--- config.mk ---
export PLATFORM = sky130hd
export DESIGN_NAME = inst_encoder
export DESIGN_NICKNAME = d
export VERILOG_FILES = /design/src/rtl/riscv_enc_pkg.sv /design/src/rtl/enc_fifo.sv /design/src/rtl/inst_encoder.sv
export SDC_FILE = /design/constraint.sdc
export NUM_CORES = 1
export LEC_CHECK = 0
export BUFFER_PORTS_ARGS = -buffer_cell sky130_fd_sc_hd__buf_2
export CORE_UTILIZATION = 38
export CTS_BUF_LIST = sky130_fd_sc_hd__clkbuf_8
export DETAILED_ROUTE_END_ITERATION = 16
export SLEW_MARGIN = 10
export SYNTH_ARGS = -nofsm -noshare
export SYNTH_HDL_FRONTEND = slang
export SYNTH_SLANG_ARGS = --single-unit
--- constraint.sdc ---
create_clock -name clk -period 5.4 [get_ports clk]
set_clock_uncertainty 0.1 [all_clocks]
set_input_delay 1.08 -clock clk [delete_from_list [all_inputs] [get_ports clk]]
set_output_delay 1.08 -clock clk [all_outputs]
set_load 0.03 [all_outputs]
--- src/rtl/riscv_enc_pkg.sv ---
// rtl/riscv_enc_pkg.sv - shared format/error codes and immediate limits for inst_encoder
package riscv_enc_pkg;

   typedef enum logic [2:0] {
      FMT_R       = 3'd0,
      FMT_I       = 3'd1,
      FMT_I_SHIFT = 3'd2,
      FMT_S       = 3'd3,
      FMT_B       = 3'd4,
      FMT_U       = 3'd5,
      FMT_J       = 3'd6,
      FMT_BAD     = 3'd7
   } fmt_e;

   typedef enum logic [1:0] {
      ERR_NONE  = 2'd0,
      ERR_RANGE = 2'd1,
      ERR_ALIGN = 2'd2,
      ERR_FMT   = 2'd3
   } err_e;

   localparam int IMM12_MIN = -2048;
   localparam int IMM12_MAX = 2047;
   localparam int SHAMT_MIN = 0;
   localparam int SHAMT_MAX = 31;
   localparam int B_MIN     = -4096;
   localparam int B_MAX     = 4094;
   localparam int J_MIN     = -1048576;
   localparam int J_MAX     = 1048574;

   function automatic logic in_range(input logic signed [31:0] v, input int lo, input int hi);
      return (v >= lo) && (v <= hi);
   endfunction

endpackage

--- src/rtl/enc_fifo.sv ---
// rtl/enc_fifo.sv - synchronous FIFO holding encoded words with their tagged addresses
module enc_fifo #(
   parameter int DEPTH = 4,
   parameter int WIDTH = 64,
   localparam int PW   = $clog2(DEPTH),
   localparam int CW   = PW + 1
) (
   input  logic             clk,
   input  logic             rst_n,
   input  logic             push,
   input  logic [WIDTH-1:0] wdata,
   input  logic             pop,
   output logic [WIDTH-1:0] rdata,
   output logic [CW-1:0]    count,
   output logic             full,
   output logic             empty
);

   logic [WIDTH-1:0] mem [DEPTH];
   logic [PW-1:0]    wr_ptr;
   logic [PW-1:0]    rd_ptr;
   logic [WIDTH-1:0] last_q;
   logic             do_push;
   logic             do_pop;

   assign full    = (count == CW'(DEPTH));
   assign empty   = (count == '0);
   assign do_push = push && !full;
   assign do_pop  = pop && !empty;

   // When empty the output keeps showing the most recently popped entry.
   assign rdata = empty ? last_q : mem[rd_ptr];

   always_ff @(posedge clk) begin
      if (do_push) begin
         mem[wr_ptr] <= wdata;
      end
   end

   always_ff @(posedge clk) begin
      if (!rst_n) begin
         wr_ptr <= '0;
         rd_ptr <= '0;
         count  <= '0;
         last_q <= '0;
      end else begin
         if (do_push) begin
            wr_ptr <= wr_ptr + 1'b1;
         end
         if (do_pop) begin
            rd_ptr <= rd_ptr + 1'b1;
            last_q <= mem[rd_ptr];
         end
         case ({do_push, do_pop})
            2'b10:   count <= count + 1'b1;
            2'b01:   count <= count - 1'b1;
            default: count <= count;
         endcase
      end
   end

endmodule

--- src/rtl/inst_encoder.sv ---
// rtl/inst_encoder.sv - packs RV32I fields into instruction words, range-checks, tags and queues them
module inst_encoder
   import riscv_enc_pkg::*;
#(
   parameter int                DEPTH     = 4,
   parameter int                ADDR_W    = 32,
   parameter logic [ADDR_W-1:0] BASE_ADDR = '0
) (
   input  logic              clk,
   input  logic              rst_n,
   input  logic              in_valid,
   output logic              in_ready,
   input  logic [2:0]        fmt,
   input  logic [6:0]        opcode,
   input  logic [4:0]        rd,
   input  logic [4:0]        rs1,
   input  logic [4:0]        rs2,
   input  logic [2:0]        funct3,
   input  logic [6:0]        funct7,
   input  logic [31:0]       imm,
   input  logic              addr_load,
   input  logic [ADDR_W-1:0] addr_in,
   output logic              out_valid,
   input  logic              out_ready,
   output logic [31:0]       out_inst,
   output logic [ADDR_W-1:0] out_addr,
   output logic              err,
   output logic [1:0]        err_code,
   input  logic              clr_err
);

   localparam int CW = $clog2(DEPTH) + 1;

   logic [31:0]        enc_inst;
   err_e               code;
   logic               accept;
   logic               push;
   logic [ADDR_W-1:0]  addr_q;
   logic [ADDR_W-1:0]  entry_addr;
   logic [1:0]         err_code_q;
   logic [CW-1:0]      fifo_count;
   logic               fifo_full;
   logic               fifo_empty;
   logic [31+ADDR_W:0] fifo_rdata;

   always_comb begin
      enc_inst = '0;
      code     = ERR_NONE;
      case (fmt_e'(fmt))
         FMT_R: begin
            enc_inst = {funct7, rs2, rs1, funct3, rd, opcode};
         end
         FMT_I: begin
            enc_inst = {imm[11:0], rs1, funct3, rd, opcode};
            if (!in_range(imm, IMM12_MIN, IMM12_MAX)) code = ERR_RANGE;
         end
         FMT_I_SHIFT: begin
            enc_inst = {funct7, imm[4:0], rs1, funct3, rd, opcode};
            if (!in_range(imm, SHAMT_MIN, SHAMT_MAX)) code = ERR_RANGE;
         end
         FMT_S: begin
            enc_inst = {imm[11:5], rs2, rs1, funct3, imm[4:0], opcode};
            if (!in_range(imm, IMM12_MIN, IMM12_MAX)) code = ERR_RANGE;
         end
         FMT_B: begin
            enc_inst = {imm[12], imm[10:5], rs2, rs1, funct3, imm[4:1], imm[11], opcode};
            if (imm[0])                           code = ERR_ALIGN;
            else if (!in_range(imm, B_MIN, B_MAX)) code = ERR_RANGE;
         end
         FMT_U: begin
            enc_inst = {imm[31:12], rd, opcode};
            if (imm[11:0] != 12'd0) code = ERR_ALIGN;
         end
         FMT_J: begin
            enc_inst = {imm[20], imm[10:1], imm[11], imm[19:12], rd, opcode};
            if (imm[0])                           code = ERR_ALIGN;
            else if (!in_range(imm, J_MIN, J_MAX)) code = ERR_RANGE;
         end
         default: begin
            code = ERR_FMT;
         end
      endcase
   end

   assign in_ready   = rst_n && (fifo_count < CW'(DEPTH));
   assign accept     = in_valid && in_ready;
   assign push       = accept && (code == ERR_NONE) && !fifo_full;
   // A load in the same cycle as an enqueue tags the entry with the loaded value.
   assign entry_addr = addr_load ? addr_in : addr_q;

   always_ff @(posedge clk) begin
      if (!rst_n) begin
         addr_q <= BASE_ADDR;
      end else if (addr_load) begin
         addr_q <= push ? addr_in + ADDR_W'(4) : addr_in;
      end else if (push) begin
         addr_q <= addr_q + ADDR_W'(4);
      end
   end

   always_ff @(posedge clk) begin
      if (!rst_n) begin
         err        <= 1'b0;
         err_code_q <= 2'd0;
      end else if (accept && (code != ERR_NONE)) begin
         err        <= 1'b1;
         err_code_q <= code;
      end else if (clr_err) begin
         err        <= 1'b0;
         err_code_q <= 2'd0;
      end
   end

   assign err_code = err_code_q;

   enc_fifo #(
      .DEPTH (DEPTH),
      .WIDTH (32 + ADDR_W)
   ) u_fifo (
      .clk   (clk),
      .rst_n (rst_n),
      .push  (push),
      .wdata ({enc_inst, entry_addr}),
      .pop   (out_ready),
      .rdata (fifo_rdata),
      .count (fifo_count),
      .full  (fifo_full),
      .empty (fifo_empty)
   );

   assign out_valid = !fifo_empty;
   assign out_inst  = fifo_rdata[ADDR_W +: 32];
   assign out_addr  = fifo_rdata[ADDR_W-1:0];

endmodule

* Word-level counts from Yosys, hierarchy flattened
Memory sizes are Yosys's and may differ from the RTL's. A register that Yosys moved wholly into a read port is not among the register bits.
Index checks and enable logic that the tools add are counted.
** Word-level totals
- Input bits :: 105
- Output and inout bits :: 69
- Word-level logic and storage cells :: 77
- Memories :: 1
- Bits in registers :: 106
- Memory bits (writable) :: 256
** Cells by class
- Add/sub/neg operators :: 6
- Reductions and logical operators :: 22
- Multiplexer cells :: 23
- Equal/unequal tests :: 9
- Order comparisons :: 9
** Memories
- u_fifo.mem :: depth 4, bits a word 64, read ports 1, clocked after memory_dff 1, wr ports 1, RTL line enc_fifo.sv:19 : logic [WIDTH-1:0] mem [DEPTH];
** Operators with widths (number)
- case mux 32 bit (7 select lines) :: 1
- two-way mux 32 bit :: 4
- adder 32 x 3 -> 32 bit, second input constant :: 2
- two-way mux 64 bit :: 1
- greater-or-equal comparator 32 x 1 -> 1 bit, second input constant :: 1
- greater-or-equal comparator 32 x 12 -> 1 bit, second input constant :: 1
- greater-or-equal comparator 32 x 13 -> 1 bit, second input constant :: 1
- greater-or-equal comparator 32 x 21 -> 1 bit, second input constant :: 1
- <= comparator 32 x 12 -> 1 bit, second input constant :: 1
- <= comparator 32 x 13 -> 1 bit, second input constant :: 1
- <= comparator 32 x 21 -> 1 bit, second input constant :: 1
- <= comparator 32 x 6 -> 1 bit, second input constant :: 1
- two-way mux 2 bit :: 7
- == test 3 bit, second input constant :: 4
- case mux 2 bit (6 select lines) :: 1
- nonzero test 12 bit :: 1
- logical AND 1 bit :: 11
- two-way mux 1 bit :: 8
- nonzero test 2 bit :: 4
- == test 3 x 2 -> 1 bit, second input constant :: 2
- zero test 3 bit :: 2
- case mux 3 bit (2 select lines) :: 1
- adder 2 x 1 -> 2 bit, second input constant :: 2
- adder 3 x 1 -> 3 bit, second input constant :: 1
- other kinds (8) :: 9

* Depth between registers and ports, before layout
Gate-level depths: netlist of run 1.
- Word-level depth :: 11
- Gate-level depth with buffers :: 13
- Mapped depth without buffers :: 11

* Modules after synthesis
Synthesis of run 1 repeated with hierarchy kept, for this count alone.
** Second synthesis, totals
- Cell total of the unflattened synthesis :: 1242
- Area total of the unflattened synthesis :: 16185.5 µm²
** Modules (own cells, without submodules)
- enc_fifo :: cells each 738, area an instance 12458.2 µm², seq. area each 9148.8 µm², instances 1
- inst_encoder :: cells each 504, area an instance 3727.3 µm², seq. area each 700.7 µm², instances 1

* Worst setup path before layout of run 1
Ideal clock, no wire load.
- Path kind :: input port to flip-flop
- Start :: input rst_n
- End :: memory u_fifo.mem[0][0], enable pin
- Required time :: 4871 ps
- Data arrival time :: 4183 ps
- Setup time :: 429 ps
- Path slack :: 689 ps
- Stages on the path :: 7
- Path buffers :: 1
- Cell sequence :: nor2b_1 -> nand2_1 -> a21oi_1 -> o211ai_1 -> nor3_4 -> clkbuf_1 -> and2_1
** Between the ends
- Word-level cells in the longest chain between the ends :: 7
** Ends and longest elaborated chain
- from (decl) :: RTL line inst_encoder.sv:10 : input logic rst_n,
- logical AND 1 bit :: RTL line inst_encoder.sv:85 : assign in_ready = rst_n && (fifo_count < CW'(DEPTH));
- logical AND 1 bit :: RTL line inst_encoder.sv:86 : assign accept = in_valid && in_ready;
- logical AND 1 bit (2 in a row) :: RTL line inst_encoder.sv:87 : assign push = accept && (code == ERR_NONE) && !fifo_full;
- logical AND 1 bit :: RTL line enc_fifo.sv:28 : assign do_push = push && !full;
- two-way mux 1 bit :: RTL line enc_fifo.sv:35 : if (do_push) begin
- two-way mux 1 bit (not written as such) :: RTL line enc_fifo.sv:36 : mem[wr_ptr] <= wdata;
- to (decl) :: RTL line enc_fifo.sv:19
No other way between the ends.

==> metrics, run 1 <==
CP Class reg2out; Unique masters post-synth 55; syn_area_per_cell 13.31 sq um; Port Buffers 173; DRC Markers 0; R2R Path Start u_fifo.count[2]$_SDFFE_PN0P_; Final setup viols 0; final max-slew violation count 0; Slew headroom 0.2647; placed cell area ~18000 sq um; asr flop ratio synth 0; # IOs approximately 170; 1st-iter DRT viols about 670; area growth from synthesis to layout 16.07%; hold buffer count at cts 0; Clock Tree Root clkbuf_8; Clk Latency, worst-skew pair 0.62 ns; final hold vios 0; first-pass GRT wire length around 63000 microns; total track usage 0.1874; Final Critical Period slightly below 4 ns; maximum VDD drop between 150 and 200 uV; starting density of the core 0.3862; TritonCTS buffer count slightly below 60; TritonCTS clock tree built; Seq cells post-synth 364; Leak Pwr about 0.0065 uW; Die ar. approximately 44000 sq um; HPWL after DPL ~26000 microns; CP startpoint kind flop; Post-Route WL 41290 microns; syn nets 1336; initial antenna violation count 4; vias in the first global route ~11000; sequential share of the synthesized area 0.6053; post-synthesis instance total roughly 1200; CP endpoint kind primary output; max-cap violation count 0; CP Max Fanout 33; Synth Warn # 0; Die H around 210 microns; Top delay family on crit path flip-flops; HP Start u_fifo.last_q[19]$_SDFFE_PN0P_; row count 75; layout cells sized above 1 0.3143; Final Cell Area ~19000 sq um; Worst-Margin Slew between 1 and 1.5 ns; crit-path cells buf_12, mux4_2, mux2_2, buf_2; Post-synth EDFFs roughly 260; Min-Delay Path Class reg2reg; RD Place Congestion a little under 0.9; Cell Pwr Density between 300 and 400 nW/um^2; crit path DAT 2.79 ns; Clock Tree Buf Depth 3; CTS H-tree lvls 2; Fmax 0.2522 GHz; # nets final 1515; largest net degree at the start of global routing 67; biggest cell delay along the critical path 0.94 ns; Die W about 210 microns; CP Data Required Time around 4.2 ns; CP bufs+invs 2; number of vias per cell 5.393; TNS Setup 0 ns; status completed; routed length per instance about 21 microns; CTS Sinks 364; total number of vias between 10000 and 15000; gr ovfl total 0; post-CTS sizing 0; Post-CTS Setup Bufs 0; RSZ-0062 raised after global routing no; prevailing post-synth register cell edfxtp_1; cell area after synthesis about 16000 sq um; First-pass DRT Iterations 5; CTS clock-pin slew for the worst setup and hold paths 0.06 ns; core area 42130 sq um; DRT antenna net count 0; Pwr Total approximately 7200 uW; Period Utilization, post-route 0.7343; slowest cell on the critical path dfxtp_2
## metrics by stage
stage	instances	hold WS, ns	worst slack (ns)	utilization
5_1_grt	1993	0.3668	1.242	0.4482
2_1_floorplan	1223	0.3338	0.6887	-
4_1_cts	1990	0.3553	1.321	0.4480
6_report	1994	0.3504	1.435	0.4483
3_5_place_dp	1881	0.3458	1.153	0.4207
3_3_place_gp	1881	0.3389	1.152	0.4207
## sequential cells by signal (all words and copies together) (netlist names), named ones only
register       flops
u_fifo.wr_ptr      2
u_fifo.rd_ptr      2
err_code           2
err                1
u_fifo.last_q     64
addr_q            32
u_fifo.count       3
u_fifo.mem       256
## worst min-delay path: cells and delay by family (launching register included)
| kind | cells | cell delay (ns) |
|---|---|---|
| flops | 1 | 0.30 |
| simple gates | 1 | 0.05 |
| compound gates | 1 | 0.05 |
## cells by family after synthesis
group | after synthesis | synth area share
buffers and inverters | 92 | 0.02184
xor gates and xnor gates | 52 | 0.02799
adders and majority gates | 8 | 0.006612
muxes | 169 | 0.1611
and+or+nand+nor | 361 | 0.1108
AOI/OAI and AO/OA | 177 | 0.06643
DFF | 364 | 0.6053
## cell usage in the layout, fill, tap and decap left out, types with 10 or more instances in the layout
cell      Yosys  layout
edfxtp_1    256     256
buf_2         2     173
nand2_1     173     172
dfxtp_1     108     106
mux2_2       93      93
a21oi_1      83      83
mux4_2       65      65
clkbuf_8      0      63
nand4_1      38      38
inv_1        14      35
xor2_1       28      28
nor2_1       25      25
nand3_1      25      25
xnor2_1      24      24
o22ai_1      22      22
buf_4         0      21
o21ai_0      19      19
nor3_1       18      18
and2_1       20      16
clkinv_1      1      13
mux2i_1      11      11
and3_1       11      11
a211oi_1     10      10
a22oi_1      10      10
## power breakdown
| part | total [uW] | internal (uW) | switching (uW) |
|---|---|---|---|
| clock network | 2310 | 1220 | 1080 |
| logic | 1720 | 649 | 1080 |
| registers | 3200 | 3120 | 86.5 |
## path summary, 6_finish.rpt
path                                    end  slack, ns  depth (start not counted)
max                             out_addr[0]       1.43                          4
min          u_fifo.last_q[19]$_SDFFE_PN0P_       0.35                          2
max reg2reg    u_fifo.count[2]$_SDFFE_PN0P_       2.36                         11
min reg2reg  u_fifo.last_q[19]$_SDFFE_PN0P_       0.35                          2
## cell usage after synthesis, types with 2 or more instances
| cell | instances | area [sq um] |
|---|---|---|
| a211oi_1 | 10 | 75.07 |
| a21oi_1 | 83 | 415.4 |
| a221oi_1 | 3 | 26.28 |
| a22o_1 | 8 | 70.07 |
| a22oi_1 | 10 | 75.07 |
| a2bb2oi_1 | 6 | 52.55 |
| a31o_2 | 2 | 17.52 |
| and2_1 | 20 | 125.1 |
| and3_1 | 11 | 68.82 |
| and4_1 | 6 | 52.55 |
| buf_1 | 15 | 56.30 |
| buf_2 | 2 | 10.01 |
| clkbuf_1 | 58 | 217.7 |
| dfxtp_1 | 108 | 2162 |
| edfxtp_1 | 256 | 7687 |
| ha_1 | 7 | 87.58 |
| inv_1 | 14 | 52.55 |
| mux2_2 | 93 | 1047 |
| mux2i_1 | 11 | 110.1 |
| mux4_2 | 65 | 1464 |
| nand2_1 | 173 | 649.4 |
| nand3_1 | 25 | 125.1 |
| nand3b_1 | 3 | 22.52 |
| nand4_1 | 38 | 237.7 |
| nor2_1 | 25 | 93.84 |
| nor2b_1 | 9 | 56.30 |
| nor3_1 | 18 | 90.09 |
| nor3_2 | 2 | 20.02 |
| nor4_1 | 7 | 43.79 |
| nor4_2 | 7 | 87.58 |
| o211ai_1 | 5 | 37.54 |
| o21ai_0 | 19 | 95.09 |
| o22ai_1 | 22 | 137.6 |
| or2_2 | 2 | 12.51 |
| or3_1 | 9 | 56.30 |
| or4_1 | 2 | 15.01 |
| xnor2_1 | 24 | 210.2 |
| xor2_1 | 28 | 245.2 |
## metal layers
layer | wire length [microns] | track usage
met5 | 0 | 0
met4 | 777 | 0.05781
met3 | 1797 | 0.03291
met2 | 20800 | 0.3215
met1 | 17910 | 0.2410
## cell type report
cell class | count | area [sq um]
fill | 3788 | 23250
sequential | 364 | 9854
tap | 539 | 674.4
antenna | 4 | 10.01
timing repair buffer | 195 | 1044
clock inverter | 46 | 286.5
inverter | 16 | 60.06
multi-input combinational | 767 | 6092
clock buffer | 63 | 867.1
No activity file was read; power rests on OpenSTA's default activity.
==> run 2, diff against run 1 <==
- clock period: 5.4 -> 3.41 ns (I/O delays scaled with it)
==> metrics, run 2 (synthesis results as in run 1) <==
status completed; dpl cells ~1900; HPWL after DPL between 20000 and 30000 microns; First-pass DRT Iterations 5; switching pwr ~3600 uW; Post-CTS Setup Bufs 0; number of vias per cell between 5 and 6; CP Data Required Time 2.63 ns; Slew headroom 0.4051; # nets final about 1600; routed length per instance just over 20 microns; Port Buffers between 150 and 200; Post-Layout Cell Count about 2000; Min-Delay Path Class in2reg; area growth from synthesis to layout 19.76%; Seq pwr share 0.424; largest net degree at the start of global routing 67; row count 75; CP Max Fanout 23; # IOs 174; post-layout util 0.4625; Leak Pwr 0.006852 uW; Fmax roughly 0.3 GHz; initial antenna violation count 2; layout cells sized above 1 0.3405; CTS clock-pin slew for the worst setup and hold paths roughly 0.06 ns; DRT antenna net count 0; Sw Ratio 0.3052; Worst-Margin Slew 0.8923 ns; most frequent cells in the layout 256 x edfxtp_1, 173 x buf_2, 172 x nand2_1; 1st-iter DRT viols 582; CP startpoint u_fifo.count[2]$_SDFFE_PN0P_; CP endpoint kind primary output; Final Critical Period ~3.3 ns; Cell Pwr Density between 600 and 700 nW/um^2; max reg flops roughly 260; Period Utilization, post-route 0.9533; crit path DAT 2.47 ns; Clk pwr share 0.335; total number of vias around 11000; reg2reg path depth 8; crit-path cells or3_2, mux2_2, buf_2; TritonCTS buffer count 61; Largest regs u_fifo.mem: 256 flops, u_fifo.last_q: 64 flops, addr_q: 32 flops; core area 42130 sq um; R2R setup slack 0.54 ns; hold buffer count at cts 0; most common cell after layout, fill and taps aside edfxtp_1; total track usage 0.1947; Pwr Total roughly 12000 uW; internal cell power about 8300 uW; RSZ-0062 raised after global routing no; R2R Path Start u_fifo.count[2]$_SDFFE_PN0P_; Most flops, register u_fifo.mem; max-cap violation count 0; DRC Markers 0; TritonCTS clock tree built; combinational share of power 0.240; vias in the first global route 11259; reg2reg end u_fifo.count[2]$_SDFFE_PN0P_; starting density of the core 0.3862; Die H between 200 and 250 microns; TNS Setup 0 ns; Clk Latency, worst-skew pair between 0.6 and 0.7 ns; Post-Route WL 42030 microns; Clock Tree Buf Depth 3; crit path to out_addr[10]; Die W 208.9 microns; CP Class reg2out; CTS Sinks around 360; Clock Tree Root clkbuf_8; final hold vios 0; final max-slew violation count 0; CTS H-tree lvls 2; biggest cell delay along the critical path between 0.8 and 0.9 ns; first-pass GRT wire length roughly 65000 microns; gr ovfl total 0; Final setup viols 0; RD Place Congestion between 0.9 and 1; slowest cell on the critical path or3_2; CP startpoint kind flop; maximum VDD drop slightly above 300 uV; Die ar. 43660 sq um
run 2: changes by cell type in the layout (fill, tap and decap cells not counted), moves of 2 or more:
cell        previous run  this run
buf_12                 1        14
buf_4                 21        48
bufinv_16              3         6
clkbuf_8              63        66
clkinv_1              13         7
clkinv_2               3        10
clkinvlp_4             3         1
diode_2                4         2
run 2: area by class of cell:
type	instances	area, sq um
fillers	3739	22650
flip-flops and latches	364	9854
well taps	539	674.4
clock buffers	66	908.4
repair buffers	236	1518
inverters	16	60.06
clock inverters	48	366.6
multi-input cells	768	6102
diodes	2	5.005
run 2: critical path, delay by kind of cell, from the launching register on:
kind                   cells  cell delay, ns
AND/OR/NAND/NOR            1            0.87
multiplexers               1            0.42
flip-flops                 1            0.36
buffers and inverters      1            0.18
run 2: power groups by stage:
stage                     Sequential [uW]  Clock [uW]  Combinational, uW
after floorplan                      5100           0               2000
after detailed placement             5150           0               2860
after global placement               5130           0               2840
after CTS                            5060        4130               2900
after global routing                 5080        4280               3070
final                                5060        4000               2860
run 2: layer usage:
metal / wire (microns) / up-vias / track usage / part of all wire
li1: - / 5128 / - / -
met1: 18510 / 5495 / 0.2574 / 0.44
met2: 20520 / 274 / 0.3232 / 0.49
met3: 1858 / 67 / 0.03156 / 0.044
met4: 1138 / 0 / 0.07125 / 0.027
met5: 0 / - / 0 / 0
run 2: worst min path at each step:
stage | cells after the start | end | start | slack [ns]
after global routing | 3 | err_code[0]$_SDFFE_PN0P_ | clr_err | 0.24
after detailed placement | 2 | u_fifo.last_q[25]$_SDFFE_PN0P_ | u_fifo.last_q[25]$_SDFFE_PN0P_ | 0.35
final | 3 | err_code[0]$_SDFFE_PN0P_ | clr_err | 0.26
after floorplan | 2 | u_fifo.last_q[0]$_SDFFE_PN0P_ | u_fifo.last_q[0]$_SDFFE_PN0P_ | 0.33
after global placement | 2 | u_fifo.last_q[30]$_SDFFE_PN0P_ | u_fifo.last_q[30]$_SDFFE_PN0P_ | 0.34
after CTS | 3 | err_code[0]$_SDFFE_PN0P_ | clr_err | 0.20
run 2: through the flow:
stage / worst slack (ns) / hold WS (ns) / cell area, sq um
finish: 0.1593 / 0.2567 / 19490
global route: 0.01434 / 0.2355 / 19490
CTS: 0.04643 / 0.1985 / 19480
detailed placement: -0.1704 / 0.3451 / 18200
global placement: -0.1201 / 0.3388 / 18200
floorplan: -0.1684 / 0.3338 / 16280
run 2: timing repair:
| action | 4_1_cts | 5_1_grt |
|---|---|---|
| pin swaps | 1 | 0 |
| resized for setup | 0 | 1 |
| setup endpoints to repair | 22 | 1 |
| gates cloned | 1 | 0 |
